### config.mk
export PLATFORM = sky130hd
export DESIGN_NAME = reg_arbiter
export DESIGN_NICKNAME = d
export VERILOG_FILES = /design/src/rtl/reg_arb_pkg.sv /design/src/rtl/reg_arbiter_rr_arb2.sv /design/src/rtl/reg_arbiter.sv
export SDC_FILE = /design/constraint.sdc
export NUM_CORES = 1
export LEC_CHECK = 0
export ABC_AREA = 1
export CORE_MARGIN = 2
export CORE_UTILIZATION = 50
export DETAILED_ROUTE_END_ITERATION = 16
export DONT_BUFFER_PORTS = 1
export GPL_ROUTABILITY_DRIVEN = 0
export PLACE_DENSITY_LB_ADDON = 0.2
export SYNTH_ARGS = -nofsm -noshare
export SYNTH_HDL_FRONTEND = slang
export SYNTH_SLANG_ARGS = --single-unit
### constraint.sdc
create_clock -name clk -period 4.42 [get_ports clk]
set_input_delay 0.884 -clock clk [delete_from_list [all_inputs] [get_ports clk]]
set_output_delay 0.884 -clock clk [all_outputs]
set_load 0.01 [all_outputs]
### src/rtl/reg_arb_pkg.sv
// reg_arb_pkg: shared definitions for the register-file arbiter.
//   state_t  - arbiter FSM state encoding (IDLE / WR / RD)
//   REQ_CORE - requester id of the core port (0)
//   REQ_DBG  - requester id of the debug port (1)
package reg_arb_pkg;

  typedef enum logic [1:0] {
    IDLE = 2'd0,
    WR   = 2'd1,
    RD   = 2'd2
  } state_t;

  localparam logic REQ_CORE = 1'b0;
  localparam logic REQ_DBG  = 1'b1;

endpackage

### src/rtl/reg_arbiter_rr_arb2.sv
// rr_arb2: two-way round-robin decision, purely combinational.
//   req0/req1 : requests from requester 0 / 1
//   ptr       : requester favoured when both request
//   valid     : at least one request present
//   id        : winning requester
module rr_arb2
  import reg_arb_pkg::*;
(
  input  logic req0,
  input  logic req1,
  input  logic ptr,
  output logic valid,
  output logic id
);

  always_comb begin
    valid = req0 | req1;
    id    = REQ_CORE;
    if (req0 && req1) begin
      id = ptr;
    end else if (req1) begin
      id = REQ_DBG;
    end
  end

endmodule

### src/rtl/reg_arbiter.sv
// reg_arbiter: arbitrates two requesters (core, debug) onto one register
// file. Each transaction takes a grant cycle (WR or RD) followed by an IDLE
// cycle carrying the ack, so the sustained rate is one per two cycles.
//   clk, rst                 : clock, async active-high reset
//   req*/we*/addr_*/wdata*   : per-requester transaction inputs
//   gnt0/gnt1                : grant, high for the WR/RD cycle
//   ack/ack_id/ack_we        : completion pulse with id and type
//   rdata_a/rdata_b          : read results, held until the next read
//   rf_*                     : register-file control and read data
module reg_arbiter
  import reg_arb_pkg::*;
#(
  parameter int DW = 16,
  parameter int AW = 2
) (
  input  logic                clk,
  input  logic                rst,
  input  logic                req0,
  input  logic                req1,
  input  logic                we0,
  input  logic                we1,
  input  logic [AW-1:0]       addr_a0,
  input  logic [AW-1:0]       addr_a1,
  input  logic [AW-1:0]       addr_b0,
  input  logic [AW-1:0]       addr_b1,
  input  logic [DW-1:0]       wdata0,
  input  logic [DW-1:0]       wdata1,
  output logic                gnt0,
  output logic                gnt1,
  output logic                ack,
  output logic                ack_id,
  output logic                ack_we,
  output logic [DW-1:0]       rdata_a,
  output logic [DW-1:0]       rdata_b,
  output logic                rf_en_in,
  output logic [(2**AW)-1:0]  rf_reg_en,
  output logic [DW-1:0]       rf_d_in,
  output logic [AW-1:0]       rf_rd,
  output logic [AW-1:0]       rf_rs,
  input  logic [DW-1:0]       rf_rd_q,
  input  logic [DW-1:0]       rf_rs_q
);

  localparam int NREG = 2**AW;

  state_t          state, state_nxt;
  logic            ptr;
  logic            win_valid, win_id;
  logic            sel_we;
  logic [AW-1:0]   sel_a, sel_b;
  logic [DW-1:0]   sel_wdata;
  logic            cur_id;
  logic [AW-1:0]   cur_a, cur_b;
  logic [DW-1:0]   cur_wdata;

  rr_arb2 u_rr (
    .req0  (req0),
    .req1  (req1),
    .ptr   (ptr),
    .valid (win_valid),
    .id    (win_id)
  );

  always_comb begin
    sel_we    = (win_id == REQ_DBG) ? we1     : we0;
    sel_a     = (win_id == REQ_DBG) ? addr_a1 : addr_a0;
    sel_b     = (win_id == REQ_DBG) ? addr_b1 : addr_b0;
    sel_wdata = (win_id == REQ_DBG) ? wdata1  : wdata0;
  end

  always_ff @(posedge clk or posedge rst) begin
    if (rst) begin
      state <= IDLE;
    end else begin
      state <= state_nxt;
    end
  end

  always_comb begin
    state_nxt = state;
    case (state)
      IDLE:    if (win_valid) state_nxt = sel_we ? WR : RD;
      WR, RD:  state_nxt = IDLE;
      default: state_nxt = IDLE;
    endcase
  end

  // Transaction capture at the grant edge, ack and read data at the edge
  // that closes WR/RD. The reset clears ack, so a reset inside RD never acks.
  always_ff @(posedge clk or posedge rst) begin
    if (rst) begin
      ptr       <= REQ_CORE;
      cur_id    <= REQ_CORE;
      cur_a     <= '0;
      cur_b     <= '0;
      cur_wdata <= '0;
      ack       <= 1'b0;
      ack_id    <= 1'b0;
      ack_we    <= 1'b0;
      rdata_a   <= '0;
      rdata_b   <= '0;
    end else begin
      ack <= 1'b0;
      if (state == IDLE && win_valid) begin
        ptr       <= ~win_id;
        cur_id    <= win_id;
        cur_a     <= sel_a;
        cur_b     <= sel_b;
        cur_wdata <= sel_wdata;
      end
      if (state == WR || state == RD) begin
        ack    <= 1'b1;
        ack_id <= cur_id;
        ack_we <= (state == WR);
      end
      if (state == RD) begin
        rdata_a <= rf_rd_q;
        rdata_b <= rf_rs_q;
      end
    end
  end

  // Register-file and grant outputs are decoded from registered state only,
  // so an async reset into IDLE drops rf_reg_en immediately.
  always_comb begin
    gnt0      = (state != IDLE) && (cur_id == REQ_CORE);
    gnt1      = (state != IDLE) && (cur_id == REQ_DBG);
    rf_reg_en = '0;
    rf_d_in   = '0;
    rf_en_in  = 1'b0;
    rf_rd     = '0;
    rf_rs     = '0;
    if (state == WR) begin
      rf_reg_en[cur_a] = 1'b1;
      rf_d_in          = cur_wdata;
    end
    if (state == RD) begin
      rf_en_in = 1'b1;
      rf_rd    = cur_a;
      rf_rs    = cur_b;
    end
  end

endmodule

==> results.ini <==
[floorplan]
dieWidth_um = 80.2
core_area_um2 = 5540
dieArea_um2 = 6430
fp.dieH_um = 80.2
rows = 27
num_io_pins = 140
start_util = 0.523

[grt]
grt_busiest_layer = met2
grt_pass1_vias = 1875
met2_usage = 0.318
grtUsageMet1 = 0.247
antenna_found_initial = 0
met3_usage = 0.0506
grt_usage = 0.198
grt_pass1_wl_um = 9460
overflow = 0
grt_max_degree = 60

[timing]
setup_viol = 0
slew_violations = 0
finClkSkew_ps = 5.80
fmax_ghz = 0.345
tightest_slew_ps = 930
rsz0062_at_grt = false
post-route-min-period_ps = 2900
hold_viol_final = 0
finalCritPeriodShare = 0.655
slew_headroom = 0.380
setup_tns_ps = 0

[routing]
vias_per_cell = 5.60
num_vias = 1922
firstDrtPassIters = 4
wire_per_inst_um = 17.9
drt_iter0_markers = 97
ant_nets = 0
routed_wl_um = 6160
drc = 0

[cts]
clockBufferDepth = 2
cts_tree = yes
postCtsSetupBuffers = 0
h-tree-depth = 3
cts_resized = 0
cts.sinks = 59
clock_latency_ps = 320
clk_pin_slew_ps = 60
hold_buffers = 0
cts_root_buf = clkbuf_8
cts-buffers-inserted = 9

[status]
status = finished clean

[logic_synthesis]
synthTopCellsByArea = dfrtp_1, mux2_1, nand3_2
ys_seq_area_frac = 0.509
yosysTopAreaCellShare = 0.509
ys_ff_latch = 59
synth_cell_types = 23
synth_area_um2 = 2900
syn_nets = 355
synth_warnings = 0
synth.largest_area_cell = dfrtp_1
avgSynthCellArea_um2 = 10.6
synth_cells = 274

[layout]
nFillCells = 514
fin_nets = 348
diodes = 0
area_growth_pct = 5.35
regArea_um2 = 1480
multi_input_area_um2 = 1150
drive_gt1_frac = 0.162
postLayoutCellArea_um2 = 3060

[critical_path]
crit_path_max_fanout = 17
cp.arrival_ps = 2010
cp_data_required_time_ps = 3540
end_kind = output port
worstSetupPathType = reg -> out
critPathLaunchType = flop

[hold_path]
hp-class = reg -> reg

[power_and_ir_drop]
p_comb_frac = 0.318
power_density_nw_per_um2 = 757
p_sw_w = 0.000900
pwr-share-seq = 0.462
clock_power_share = 0.220
p_int_w = 0.00141
power_switching_share = 0.389
leakagePower_nw = 1.48
peakVddDrop_v = 0.000311

[run]
maxCapViolCount = 0

[placed_design]
placed_area_um2 = 2840
io_buffers = 0
dp_hpwl_um = 4250

## cell usage in the layout (no fill, tap or decap), types with 2 or more instances in the layout
| cell type | synthesis | final |
|---|---|---|
| dfrtp_1 | 59 | 59 |
| nand2_1 | 48 | 48 |
| mux2_1 | 32 | 32 |
| inv_1 | 30 | 29 |
| nand3_1 | 24 | 24 |
| nand3_2 | 20 | 20 |
| nand4_1 | 20 | 20 |
| clkbuf_8 | 0 | 13 |
| nor3_1 | 5 | 5 |
| nor2_1 | 4 | 4 |
| nand2_4 | 2 | 2 |
| inv_2 | 1 | 2 |
| o21ai_2 | 2 | 2 |
| a21oi_1 | 2 | 2 |
| ha_1 | 3 | 2 |
## critical path, cell delays in order, from the launching register on
cell	delay, ps
dfrtp_1	400
inv_1	90
ha_1	580
inv_1	220
nor3_1	410
## sequential cells by signal (all words and copies together) (netlist names), 2 cells and up
| register | flops |
|---|---|
| cur_a | 2 |
| rdata_a | 16 |
| rdata_b | 16 |
| cur_b | 2 |
| cur_wdata | 16 |
| state | 2 |
## logic make-up after synthesis
kind of cell             count (synthesis)  share of synthesized area
AO/OA/AOI/OAI                            5                     0.0112
adder cells (fa/ha/maj)                  3                     0.0129
buffers and inverters                   50                     0.0945
flip-flops                              59                      0.509
multiplexers                            32                      0.124
AND/OR/NAND/NOR                        125                      0.248
## path summary, 6_finish.rpt
kind                                    start             to  slack [ps]  depth (start not counted)
worst min register to register  cur_wdata[15]  cur_wdata[15]         500                          2
worst max-delay path                 state[1]   rf_reg_en[3]        1520                          4
min in group asynchronous                 rst     rdata_a[0]         650                          2
max in group asynchronous                 rst   cur_wdata[2]        3280                          2
worst min-delay path            cur_wdata[15]  cur_wdata[15]         500                          2
worst max register to register       state[0]       cur_a[1]        2200                          6
## area by class of cell
type,instances,area share
Tap cell,72,0.0295
Clock buffer,14,0.0598
Multi-Input combinational cell,165,0.377
Sequential cell,59,0.483
Inverter,31,0.0381
Clock inverter,1,0.00983
Timing Repair Buffer,1,0.00246
## power groups by stage
stage	sequential [W]	combinational [W]	clock, W
floorplan	0.00102	0.000698	0
global placement	0.00107	0.000731	0
detailed placement	0.00108	0.000752	0
CTS	0.00107	0.000754	0.000526
global route	0.00110	0.000831	0.000554
finish	0.00107	0.000736	0.000509
## per-stage QoR
| stage | util | power (W) | hold slack, ps | worst slack, ps | std cells |
|---|---|---|---|---|---|
| after floorplan | - | 0.00172 | 465 | 2080 | 274 |
| after detailed placement | 0.513 | 0.00183 | 481 | 1840 | 328 |
| final | 0.551 | 0.00231 | 498 | 1520 | 343 |
| after global placement | 0.513 | 0.00180 | 479 | 1930 | 328 |
| after CTS | 0.551 | 0.00235 | 500 | 1480 | 343 |
| after global routing | 0.551 | 0.00249 | 520 | 1330 | 343 |
## metal layers
layer	wire, um	vias up
met1	2570	917
met4	104	0
met5	0	-
li1	-	905
met2	3000	90
met3	476	10
## cells in the mapped netlist
cell and instances:
a21oi_1 2, buf_1 1, buf_12 3, buf_2 9
buf_4 4, buf_8 1, clkbuf_1 1, dfrtp_1 59
ha_1 3, inv_1 30, inv_2 1, mux2_1 32
nand2_1 48, nand2_4 2, nand3_1 24, nand3_2 20
nand4_1 20, nor2_1 4, nor2_4 1, nor2_8 1
nor3_1 5, o21ai_1 1, o21ai_2 2
(Power assumes the default switching activity.)
